### src/rtl/tensor_pkg.sv
// rtl/tensor_pkg.sv - shared types and constants for the tensor MAC engine
package tensor_pkg;
  typedef enum logic [1:0] {LOAD_A, LOAD_B, COMPUTE, DONE} state_t;
  localparam int BYTE_W = 8;
endpackage

### src/rtl/tensor_byte_serializer.sv
// rtl/tensor_byte_serializer.sv - emits the flattened accumulator one byte per read event
module tensor_byte_serializer
  import tensor_pkg::*;
#(
  parameter int NBYTES = 12
) (
  input  logic                     clk,
  input  logic                     rst,
  input  logic                     clear,
  input  logic                     emit,
  input  logic                     restart,
  input  logic [NBYTES*BYTE_W-1:0] data,
  output logic [BYTE_W-1:0]        data_out,
  output logic                     out_valid,
  output logic                     last
);
  localparam int PW = $clog2(NBYTES);

  logic [PW-1:0] ptr;

  assign last = emit && (ptr == PW'(NBYTES - 1));

  always_ff @(posedge clk or posedge rst) begin
    if (rst) begin
      ptr       <= '0;
      data_out  <= '0;
      out_valid <= 1'b0;
    end else begin
      out_valid <= 1'b0;
      if (clear) begin
        ptr <= '0;
      end else if (emit) begin
        data_out  <= data[ptr*BYTE_W +: BYTE_W];
        out_valid <= 1'b1;
        ptr       <= last ? '0 : ptr + 1'b1;
      end else if (restart) begin
        ptr <= '0;
      end
    end
  end
endmodule

### src/rtl/tensor_mmu_stream.sv
// rtl/tensor_mmu_stream.sv - byte-streamed N x N signed matrix multiply-accumulate engine
module tensor_mmu_stream
  import tensor_pkg::*;
#(
  parameter int N    = 2,
  parameter int DW   = 8,
  parameter int ACCW = 24
) (
  input  logic              clk,
  input  logic              rst,
  input  logic [BYTE_W-1:0] data_in,
  input  logic              wr_en,
  input  logic              rd_en,
  input  logic              acc_mode,
  input  logic              clear,
  output logic [BYTE_W-1:0] data_out,
  output logic              out_valid,
  output logic              result_ready,
  output logic              busy
);
  localparam int NN         = N * N;
  localparam int EB         = DW / BYTE_W;
  localparam int LOAD_BYTES = NN * EB;
  localparam int RES_BYTES  = NN * ACCW / BYTE_W;
  localparam int IW         = $clog2(N);
  localparam int EW         = $clog2(NN);
  localparam int LW         = $clog2(LOAD_BYTES);

  state_t state, next_state;

  logic                   wr_prev, rd_prev, wr_edge, rd_edge;
  logic                   mode, capture, abandon, emit, ser_last;
  logic [LW-1:0]          load_cnt;
  logic                   load_last;
  logic [IW-1:0]          i, j, k;
  logic                   k_last, j_last, i_last;
  logic signed [DW-1:0]   a_mem [NN];
  logic signed [DW-1:0]   b_mem [NN];
  logic signed [ACCW-1:0] acc   [NN];
  logic [ACCW-1:0]        psum, prod, sum;
  logic [DW-1:0]          a_el, b_el;
  logic [EW-1:0]          a_idx, b_idx, c_idx, w_idx;
  logic [NN*ACCW-1:0]     acc_flat;

  assign wr_edge   = wr_en & ~wr_prev;
  assign rd_edge   = rd_en & ~rd_prev;
  assign load_last = (load_cnt == LW'(LOAD_BYTES - 1));
  // A write edge in DONE restarts loading, so it is captured as an A byte.
  assign capture   = wr_edge && (state != COMPUTE);
  assign abandon   = wr_edge && (state == DONE);
  assign emit      = rd_edge && (state == DONE) && !wr_edge && !clear;
  assign w_idx     = EW'(load_cnt / EB);

  assign k_last = (k == IW'(N - 1));
  assign j_last = (j == IW'(N - 1));
  assign i_last = (i == IW'(N - 1));
  assign a_idx  = EW'(i * N + k);
  assign b_idx  = EW'(k * N + j);
  assign c_idx  = EW'(i * N + j);
  assign a_el   = a_mem[a_idx];
  assign b_el   = b_mem[b_idx];
  assign prod   = {{(ACCW-DW){a_el[DW-1]}}, a_el} * {{(ACCW-DW){b_el[DW-1]}}, b_el};
  assign sum    = psum + prod;

  for (genvar g = 0; g < NN; g++) begin : g_flat
    assign acc_flat[g*ACCW +: ACCW] = acc[g];
  end

  always_ff @(posedge clk or posedge rst) begin
    if (rst) state <= LOAD_A;
    else     state <= next_state;
  end

  always_comb begin
    next_state = state;
    if (clear) begin
      next_state = LOAD_A;
    end else begin
      case (state)
        LOAD_A:  if (wr_edge && load_last) next_state = LOAD_B;
        LOAD_B:  if (wr_edge && load_last) next_state = COMPUTE;
        COMPUTE: if (k_last && j_last && i_last) next_state = DONE;
        DONE:    if (wr_edge || ser_last) next_state = LOAD_A;
        default: next_state = LOAD_A;
      endcase
    end
  end

  always_comb begin
    busy         = (state == COMPUTE);
    result_ready = (state == DONE);
  end

  always_ff @(posedge clk or posedge rst) begin
    if (rst) begin
      wr_prev  <= 1'b0;
      rd_prev  <= 1'b0;
      mode     <= 1'b0;
      load_cnt <= '0;
      i        <= '0;
      j        <= '0;
      k        <= '0;
      psum     <= '0;
      for (int e = 0; e < NN; e++) begin
        a_mem[e] <= '0;
        b_mem[e] <= '0;
        acc[e]   <= '0;
      end
    end else begin
      wr_prev <= wr_en;
      rd_prev <= rd_en;
      if (clear) begin
        load_cnt <= '0;
        i        <= '0;
        j        <= '0;
        k        <= '0;
        psum     <= '0;
        for (int e = 0; e < NN; e++) acc[e] <= '0;
      end else begin
        if (capture) begin
          if (state == LOAD_B) b_mem[w_idx][BYTE_W*(load_cnt % EB) +: BYTE_W] <= data_in;
          else                 a_mem[w_idx][BYTE_W*(load_cnt % EB) +: BYTE_W] <= data_in;
          load_cnt <= load_last ? '0 : load_cnt + 1'b1;
        end
        if (capture && (state == LOAD_B) && load_last) begin
          mode <= acc_mode;
          i    <= '0;
          j    <= '0;
          k    <= '0;
          psum <= '0;
        end
        if (state == COMPUTE) begin
          if (k_last) begin
            acc[c_idx] <= (mode ? acc[c_idx] : '0) + sum;
            psum       <= '0;
            k          <= '0;
            j          <= j_last ? '0 : j + 1'b1;
            if (j_last) i <= i_last ? '0 : i + 1'b1;
          end else begin
            psum <= sum;
            k    <= k + 1'b1;
          end
        end
      end
    end
  end

  tensor_byte_serializer #(.NBYTES(RES_BYTES)) u_ser (
    .clk       (clk),
    .rst       (rst),
    .clear     (clear),
    .emit      (emit),
    .restart   (abandon),
    .data      (acc_flat),
    .data_out  (data_out),
    .out_valid (out_valid),
    .last      (ser_last)
  );
endmodule

### config.mk
export PLATFORM = sky130hd
export DESIGN_NAME = tensor_mmu_stream
export DESIGN_NICKNAME = d
export VERILOG_FILES = /design/src/rtl/tensor_pkg.sv /design/src/rtl/tensor_byte_serializer.sv /design/src/rtl/tensor_mmu_stream.sv
export SDC_FILE = /design/constraint.sdc
export NUM_CORES = 1
export LEC_CHECK = 0
export BUFFER_PORTS_ARGS = -buffer_cell sky130_fd_sc_hd__buf_2
export CAP_MARGIN = 20
export CORE_UTILIZATION = 66
export CTS_BUF_LIST = sky130_fd_sc_hd__clkbuf_16
export CTS_CLUSTER_SIZE = 8
export DETAILED_ROUTE_END_ITERATION = 8
export PLACE_DENSITY = 0.83
export SYNTH_ARGS = -nofsm -noshare
export SYNTH_HDL_FRONTEND = slang
export SYNTH_SLANG_ARGS = --single-unit
### constraint.sdc
create_clock -name clk -period 15.4 [get_ports clk]
set_input_delay 3.85 -clock clk [delete_from_list [all_inputs] [get_ports clk]]
set_output_delay 3.85 -clock clk [all_outputs]
set_load 0.005 [all_outputs]
Word-level counts from Yosys, hierarchy flattened
Index checks and enable logic that the tools add are counted.
Word-level totals
  input bits: 14
  register bits after elaboration: 207
Operators by class
  equal/unequal tests: 10
  multiplexer cells: 54
  $add $sub $neg: 10
  magnitude comparators: 6
  bitwise gates (word level): 10
  reduce and logical (&&, ||, !) cells: 28
  multiply operators: 1
  shift-type cells: 1
Operators by type and width (number)
  $mux W96: 3
  $mux W24: 8
  $bwmux W96: 1
  $shiftx A96 B8 Y8: 1
  $bwmux W32: 2
  $add A24 B24 Y24: 2
  $bmux W24 S2: 1
  $demux W24 S2: 1
  $mux W8: 5
  $bmux W8 S2: 2
  $mux W1: 17
  $demux W8 S2: 1
  $mul A8 B8 Y16: 1
  $mux W2: 8
  $mux W4: 4
  $logic_and A1 B1 Y1: 13
  $ge A3 B3 Y1 const B: 4
  $not A2 Y3: 4
  $pmux W2 S4: 1
  $add A2 B1 Y2: 3
  $eq A2 B2 Y1 const B: 3
  $lt A3 B1 Y1 const B: 2
  $ne A3 B2 Y1 const B: 2
  $ne A3 B3 Y1 const B: 2
  16 further kinds: 29

Depth between registers and ports, before layout
Gate-level depths: netlist (run 1).
  depth after elaboration: 12
  depth in mapped cells: 43
  gate-level depth less buffers: 40

By module
A second synthesis (run 1) with hierarchy kept.
Second synthesis, totals
  cells, all modules: 1457
  area total of the unflattened synthesis: 14725.4 µm²
Modules (own cells, without submodules)
  tensor_mmu_stream: cells each 1322, area an instance 13376.6 µm², seq. area each 4854.7 µm², instances 1
  tensor_byte_serializer: cells each 135, area an instance 1348.8 µm², seq. area each 325.3 µm², instances 1

Least setup slack after synthesis (run 1)
No wires, ideal clock.
  path type: register to register
  start point: reg k
  end point: reg acc[23] in the netlist's numbering
  stages on the path, launching flop included: 37
  required time: 15.314 ns
  arrival: 8.901 ns
  slack: 6.413 ns
  clock period less this slack: 8.987 ns
  setup time: 0.086 ns
  cells stage by stage: dfrtp_1 > clkbuf_1 > clkbuf_1 > buf_1 > mux4_2 > and2_1 > fa_1 > inv_1 > fa_1 > inv_1 > fa_1 > inv_1 > fa_1 > inv_1 > ha_1 > nand2b_1 > a211o_1 > and3_4 > a311oi_2 > ha_1 > nor3_1 > nor2_1 > a32oi_1 > a21boi_1 > or2_2 > a21oi_1 > xnor2_1 > ha_1 > a21o_1 > a21o_1 > a21o_1 > a31o_2 > a211o_1 > o211ai_2 > xor2_1 > nor2_1 > nor3_1
Between the ends
  longest elaborated chain between the ends: 12
RTL lines
  start, declared: line tensor_mmu_stream.sv:35  | logic [IW-1:0] i, j, k;
  start signal, assigned: line tensor_mmu_stream.sv:141  | k <= k + 1'b1;
  $add A2 B1 Y2, on equally long branches: line tensor_mmu_stream.sv:57, tensor_mmu_stream.sv:58
  $not A2 Y3, on equally long branches: line tensor_mmu_stream.sv:60, tensor_mmu_stream.sv:61
  $bmux W8 S2, on equally long branches: line tensor_mmu_stream.sv:60, tensor_mmu_stream.sv:61
  $mux W8, on equally long branches (2 in series): line tensor_mmu_stream.sv:60, tensor_mmu_stream.sv:61
  $mul A8 B8 Y16: line tensor_mmu_stream.sv:62  | assign prod = {{(ACCW-DW){a_el[DW-1]}}, a_el} * {{(ACCW-DW){b_el[DW-1]}}, b_el};
  $add A24 B24 Y24: line tensor_mmu_stream.sv:63  | assign sum = psum + prod;
  $add A24 B24 Y24: line tensor_mmu_stream.sv:134  | acc[c_idx] <= (mode ? acc[c_idx] : '0) + sum;
  $bwmux W96: line tensor_mmu_stream.sv:134
  $mux W96: line tensor_mmu_stream.sv:133  | if (k_last) begin
  $mux W96: line tensor_mmu_stream.sv:132  | if (state == COMPUTE) begin
  $mux W96: line tensor_mmu_stream.sv:112  | if (clear) begin
  end signal, assigned by index: line tensor_mmu_stream.sv:134
  end, declared: line tensor_mmu_stream.sv:39  | logic signed [ACCW-1:0] acc [NN];
Parallel ways exist; a longest one is shown, timed or not. The select of a mux whose other input is x is not followed.
A chain may end at the register's enable or synchronous reset.

Worst setup path after layout (run 1)
  start point: reg i
  end point: reg acc[71] in the netlist's numbering
Between the ends
  longest elaborated chain between the ends: 12
RTL lines
  start, declared: line tensor_mmu_stream.sv:35
  start signal, assigned: line tensor_mmu_stream.sv:138  | if (j_last) i <= i_last ? '0 : i + 1'b1;
  $add A2 B1 Y2: line tensor_mmu_stream.sv:57  | assign a_idx = EW'(i * N + k);
  $not A2 Y3 (not written as such): line tensor_mmu_stream.sv:60  | assign a_el = a_mem[a_idx];
  $bmux W8 S2: line tensor_mmu_stream.sv:60
  $mux W8 (not written as such) (2 in series): line tensor_mmu_stream.sv:60
  $mul A8 B8 Y16: line tensor_mmu_stream.sv:62
  $add A24 B24 Y24: line tensor_mmu_stream.sv:63
  $add A24 B24 Y24: line tensor_mmu_stream.sv:134
  $bwmux W96 (*): line tensor_mmu_stream.sv:134
  $mux W96 (*): line tensor_mmu_stream.sv:133
  $mux W96 (*): line tensor_mmu_stream.sv:132
  $mux W96 (*): line tensor_mmu_stream.sv:112
Every way passes the cells marked *; elsewhere a longest branch is shown, timed or not. The select of a mux whose other input is x is not followed.

==> metrics.yaml, run 1 <==
timing:
  setup_viol: 0
  finalCritPeriodShare_pct: 61.7
  finalSetupTns_ns: 0
  period_needed_ns: 9.50
  skew_ns: 0.0204
  relSlewSlack_pct: 24.2
  hold_violations: 0
  rsz0062_at_grt: "no"
  tightest_slew_ns: 1.14
  fmax_mhz: 105
  drv_slew: 0
grt:
  grt_pass1_vias: 11700
  grt_antenna_before_repair: 0
  grtUsageTotal_pct: 34.2
  grt_max_degree: 127
  grt_overflow: 0
  grt_pass1_wl_mm: 60.5
floorplan:
  io_pins: 25
  die_h_um: 152
  design.die.area_mm2: 0.0230
  rows: 54
  die_w_um: 152
  start_util_pct: 67.6
  core-area_mm2: 0.0219
layout:
  final_cell_mix: "nand2_1 (216), dfrtp_1 (205), a21oi_1 (128)"
  mostFrequentLayoutCell: "nand2_1"
  fin_cells: 1760
  final_net_count: 1632
  areaGrowthSynthToFinish_pct: 8.25
  antennaDiodeCount: 0
  drive_gt1_share_pct: 15.2
  final_area_mm2: 0.0160
synth:
  synth_xor_area_share_pct: 3.23
  synth_area_per_cell_um2: 10.1
  synthTopCellsByArea: "dfrtp_1 (35%), mux4_2 (9.0%), fa_1 (7.7%)"
  synth_top_family_by_area: "multiplexers"
  synth_cell_type_count: 68
  ys_seq_area_share_pct: 35.0
  syn_area_mm2: 0.0148
  synth_nets: 1623
  synth-compound-area-share_pct: 12.8
  synth_seq_cells: 207
  yosys_warnings: 0
  synthAdderAreaFrac_pct: 14.9
  netlist.area_leader.share_pct: 35.0
  yosysTopAreaCell: "dfrtp_1"
  synthSimpleGateAreaFrac_pct: 14.2
  synth_enable_flop_cells: 0
  synthFlopType: "dfrtp_1"
  netlist_instances: 1467
  async_reset_ff_share_pct: 100
  muxShareOfSynthArea_pct: 15.3
critical_path:
  critPathCapture: "acc[71]$_DFFE_PP0P_"
  r2r_start: "i$_DFF_PP0_"
  cp_max_fo: 26
  crit_path_end_kind: "register"
  slowest_delay_ns: 0.80
  crit_required_ns: 15.85
  crit_start: "i$_DFF_PP0_"
  cpMaxStageDelayCell: "a311oi_2"
  worst-r2r-cell-count: 33
  critPathKind: "reg -> reg"
  start_kind: "register"
  path_common_cell: "fa_1"
  timing.rr.end: "acc[71]$_DFFE_PP0P_"
  cp.arrival_ns: 9.95
  reg2reg_slack_ns: 5.90
placement:
  place.gp.congestion: 0.946
  hpwl_mm: 25.1
  dpl.cell_count: 1723
  port_buffers: 24
  placed_area_mm2: 0.0152
detailed_routing:
  vias: 11400
  ant_nets: 0
  via_per_inst: 6.46
  finalWirelength_mm: 37.0
  drt-pass1-iter-count: 5
  first_iter_violations: 781
  wl_per_cell_um: 21.0
  drc: 0
flow_run:
  maxCapViolations: 0
clock_network:
  cts_resized: 0
  cts_buffers: 30
  clkSinkCount: 207
  htreeDepth: 1
  cts-hold-fix-buffers: 0
  cts_tree: "yes"
  clk_path_buf_depth: 3
  cts_setup_buffers: 0
  cts-root-buf: "clkbuf_16"
  path_clk_slew_ns: 0.05
  clk_latency_ns: 0.54
min_path:
  hp-class: "reg -> reg"
  hold_start: "u_ser.data_out[6]$_DFFE_PP0P_"
run_status:
  status: "completed"
==> flip-flops by register name (all words and copies together), names as in the netlist <==
signal	flops
b_mem	32
load_cnt	2
a_mem	32
psum	24
rd_prev	1
state	2
mode	1
u_ser.out_valid	1
wr_prev	1
j	1
i	1
u_ser.ptr	4
acc	96
k	1
u_ser.data_out	8
==> worst min path at each step <==
| stage | depth (start not counted) | endpoint | slack [ns] |
|---|---|---|---|
| 6_report | 2 | u_ser.data_out[6]$_DFFE_PP0P_ | 0.49 |
| 3_5_place_dp | 2 | u_ser.data_out[2]$_DFFE_PP0P_ | 0.47 |
| 2_1_floorplan | 1 | b_mem[22]$_DFFE_PP0P_ | 0.47 |
| 4_1_cts | 2 | u_ser.data_out[2]$_DFFE_PP0P_ | 0.49 |
| 5_1_grt | 2 | u_ser.data_out[4]$_DFFE_PP0P_ | 0.51 |
| 3_3_place_gp | 2 | u_ser.data_out[2]$_DFFE_PP0P_ | 0.46 |
==> area by class of cell <==
class | instances | area, um2
inverters | 115 | 439
flip-flops and latches | 207 | 5180
fillers | 1469 | 5860
clock buffers | 31 | 776
multi-input cells | 1084 | 8990
well taps | 280 | 350
repair buffers | 38 | 248
clock inverters | 5 | 45.0
==> kinds of logic (layout without fill, tap and decap cells) <==
group / after synthesis / count (layout)
simple gates: 453 / 453
compound gates: 297 / 297
flops: 207 / 207
buf+inv: 176 / 189
fa+ha+maj: 142 / 142
mux: 140 / 140
xor+xnor: 52 / 52
==> per-stage QoR <==
step           utilization (%)  hold slack [ns]  setup WS [ns]
2_1_floorplan                -            0.470           5.90
3_3_place_gp              69.3            0.461           6.25
3_5_place_dp              69.3            0.474           5.94
4_1_cts                   73.1            0.485           5.93
5_1_grt                   73.2            0.511           5.22
6_report                  73.2            0.486           5.90
==> layer usage <==
layer  vias to the layer above  share of wire (%)  global-route usage [%]
met2                       510                 47                    54.5
met4                         0                2.6                    10.4
li1                       5125                  -                       -
met3                        93                9.6                    8.83
met1                      5635                 41                    46.1
met5                         -                  0                       0
==> cells in the mapped netlist (3+ instances only) <==
cell,n
xor2_1,11
nor2_1,77
o211ai_1,12
ha_1,85
mux2_2,67
a211o_1,5
nor3b_1,4
a211oi_1,19
nand3b_1,10
a31oi_1,4
o21ai_0,42
and2_1,65
nor3_1,16
fa_1,57
or2_2,4
a21oi_1,128
inv_1,115
a22o_1,25
or3_1,3
mux4_2,59
nor2b_1,8
buf_1,6
mux4_1,3
clkbuf_1,52
nand3_1,18
o221ai_1,3
mux2i_1,11
o21bai_1,6
nand4_1,4
o31ai_1,3
and3_1,6
dfrtp_1,207
o21a_1,6
nand2b_1,13
xnor2_1,39
nand2_1,216
a21o_1,22
==> worst max-delay path: cells and delay by family, from the launching register on <==
| family | cells | cell delay [ns] |
|---|---|---|
| muxes | 1 | 0.46 |
| adders and majority gates | 7 | 3.00 |
| DFF | 1 | 0.62 |
| xor gates and xnor gates | 2 | 0.50 |
| buffers and inverters | 3 | 0.56 |
| AOI/OAI and AO/OA | 12 | 2.77 |
| and+or+nand+nor | 8 | 1.48 |
Power of run 1 is not shown: default switching activity piles up to over one toggle a cycle in this logic, so the estimate is an artifact.
==> inputs of run 2 (changes only) <==
--- a/config.mk
+++ b/config.mk
@@ -7,11 +7,11 @@
 export LEC_CHECK = 0
 export BUFFER_PORTS_ARGS = -buffer_cell sky130_fd_sc_hd__buf_2
 export CAP_MARGIN = 20
-export CORE_UTILIZATION = 66
+export CORE_UTILIZATION = 65
 export CTS_BUF_LIST = sky130_fd_sc_hd__clkbuf_16
 export CTS_CLUSTER_SIZE = 8
 export DETAILED_ROUTE_END_ITERATION = 8
-export PLACE_DENSITY = 0.83
+export PLACE_DENSITY = 0.82
 export SYNTH_ARGS = -nofsm -noshare
 export SYNTH_HDL_FRONTEND = slang
 export SYNTH_SLANG_ARGS = --single-unit
==> constraint.sdc (replaced) <==
create_clock -name clk -period 9.9 [get_ports clk]
set_input_delay 2.475 -clock clk [delete_from_list [all_inputs] [get_ports clk]]
set_output_delay 2.475 -clock clk [all_outputs]
set_load 0.005 [all_outputs]
==> run 2 against run 1 <==
  * Sequential share of layout area down 0.053 points
  * Critical path depth up 8
  * Utilization down 0.54 points
  * Routed wire length down 0.15%
  * Die area up 1.5%
  * Worst hold slack worse by 0.0038 ns
  * Setup slack worse by 5.3 ns
  * Maximum frequency up 2.7%
  * Critical path type unchanged
==> metrics.yaml, run 2 (same netlist as run 1, synthesis figures left out) <==
critical_path:
  cp.arrival_ns: 9.70
  crit_path_end_kind: "register"
  crit_start: "k$_DFFE_PP0P_"
  start_kind: "register"
  timing.rr.end: "acc[95]$_DFFE_PP0P_"
  slowest_delay_ns: 0.60
  critPathKind: "reg -> reg"
  cp_max_fo: 11
  worst-r2r-cell-count: 41
  critPathCapture: "acc[95]$_DFFE_PP0P_"
  r2r_start: "k$_DFFE_PP0P_"
  crit_required_ns: 10.35
  path_common_cell: "ha_1"
  reg2reg_slack_ns: 0.65
  cpMaxStageDelayCell: "mux4_2"
grt:
  grt_pass1_wl_mm: 61.7
  grtUsageTotal_pct: 33.2
  grt_max_degree: 125
  grt_pass1_vias: 11900
  grt_antenna_before_repair: 1
  grt_overflow: 0
detailed_routing:
  drt-pass1-iter-count: 5
  finalWirelength_mm: 37.0
  drc: 0
  via_per_inst: 6.52
  vias: 11500
  ant_nets: 0
  first_iter_violations: 922
  wl_per_cell_um: 21.0
clock_network:
  clk_latency_ns: 0.55
  cts_resized: 0
  clk_path_buf_depth: 3
  clkSinkCount: 207
  cts_buffers: 30
  cts_tree: "yes"
  cts-root-buf: "clkbuf_16"
  path_clk_slew_ns: 0.05
  htreeDepth: 1
  cts_setup_buffers: 0
  cts-hold-fix-buffers: 0
layout:
  final_net_count: 1636
  seq_area_mm2: 0.00518
  antennaDiodeCount: 0
  largest-register: "acc"
  mostFrequentLayoutCell: "nand2_1"
  final_cell_mix: "nand2_1 (216), dfrtp_1 (204), a21oi_1 (128)"
  top_regs: "acc x96, a_mem x32, b_mem x32"
  areaGrowthSynthToFinish_pct: 8.45
  drive_gt1_share_pct: 15.5
  fill_cells: 1462
  largest_reg_flops: 96
  multi_input_area_mm2: 0.00899
floorplan:
  rows: 54
  core-area_mm2: 0.0221
  die_w_um: 153
  io_pins: 25
  start_util_pct: 67.0
  die_h_um: 153
  design.die.area_mm2: 0.0234
min_path:
  hp-class: "reg -> reg"
timing:
  setup_viol: 0
  drv_slew: 0
  tightest_slew_ns: 1.09
  hold_violations: 0
  period_needed_ns: 9.25
  skew_ns: 0.0162
  finalSetupTns_ns: 0
  relSlewSlack_pct: 27.0
  rsz0062_at_grt: "no"
  finalCritPeriodShare_pct: 93.4
  fmax_mhz: 108
placement:
  port_buffers: 24
  hpwl_mm: 25.7
  place.gp.congestion: 0.933
run_status:
  status: "completed"
flow_run:
  maxCapViolations: 0
==> run 2: worst max-delay path: cells and delay by family (launching register included) <==
| kind | cells | cell delay (ns) |
|---|---|---|
| AO/OA/AOI/OAI | 18 | 3.18 |
| XOR/XNOR | 3 | 0.68 |
| adder cells (fa/ha/maj) | 8 | 2.83 |
| buffers and inverters | 5 | 0.40 |
| flip-flops | 1 | 0.55 |
| multiplexers | 1 | 0.60 |
| AND/OR/NAND/NOR | 6 | 0.94 |
==> run 2: metrics by stage <==
step	utilization [%]	worst slack (ns)	area, um2	std cells	hold slack, ns
final	72.7	0.649	16100	1764	0.483
after global routing	72.7	0.0184	16100	1764	0.499
after CTS	72.4	0.490	16000	1762	0.484
after detailed placement	68.8	0.481	15200	1726	0.469
after global placement	68.8	0.845	15200	1726	0.463
after floorplan	-	0.913	14800	1467	0.470
==> run 2: how the worst min path moves through the flow <==
stage	from	end	slack (ns)	cells past startpoint
after global placement	u_ser.data_out[2]$_DFFE_PP0P_	u_ser.data_out[2]$_DFFE_PP0P_	0.46	2
after global routing	u_ser.data_out[1]$_DFFE_PP0P_	u_ser.data_out[1]$_DFFE_PP0P_	0.50	2
final	u_ser.data_out[4]$_DFFE_PP0P_	u_ser.data_out[4]$_DFFE_PP0P_	0.48	2
after floorplan	b_mem[22]$_DFFE_PP0P_	b_mem[22]$_DFFE_PP0P_	0.47	1
after CTS	u_ser.data_out[5]$_DFFE_PP0P_	u_ser.data_out[5]$_DFFE_PP0P_	0.48	2
after detailed placement	u_ser.data_out[0]$_DFFE_PP0P_	u_ser.data_out[0]$_DFFE_PP0P_	0.47	2
==> run 2: area by class of cell <==
type,count,area share (%)
clock buffer,31,4.83
inverter,115,2.73
multi-input combinational,1084,56.0
sequential,207,32.3
tap,280,2.18
timing repair buffer,42,1.85
clock inverter,5,0.148
==> run 2: layer usage <==
metal | GRT usage, % | wire (um) | up-vias | share of wire (%)
met5 | 0 | 8 | - | 0.022
met4 | 10.4 | 810 | 2 | 2.2
met3 | 6.01 | 3240 | 83 | 8.8
met2 | 54.2 | 17700 | 548 | 48
met1 | 45.5 | 15200 | 5740 | 41
li1 | - | - | 5128 | -
Power of run 2 is left out for the same reason.
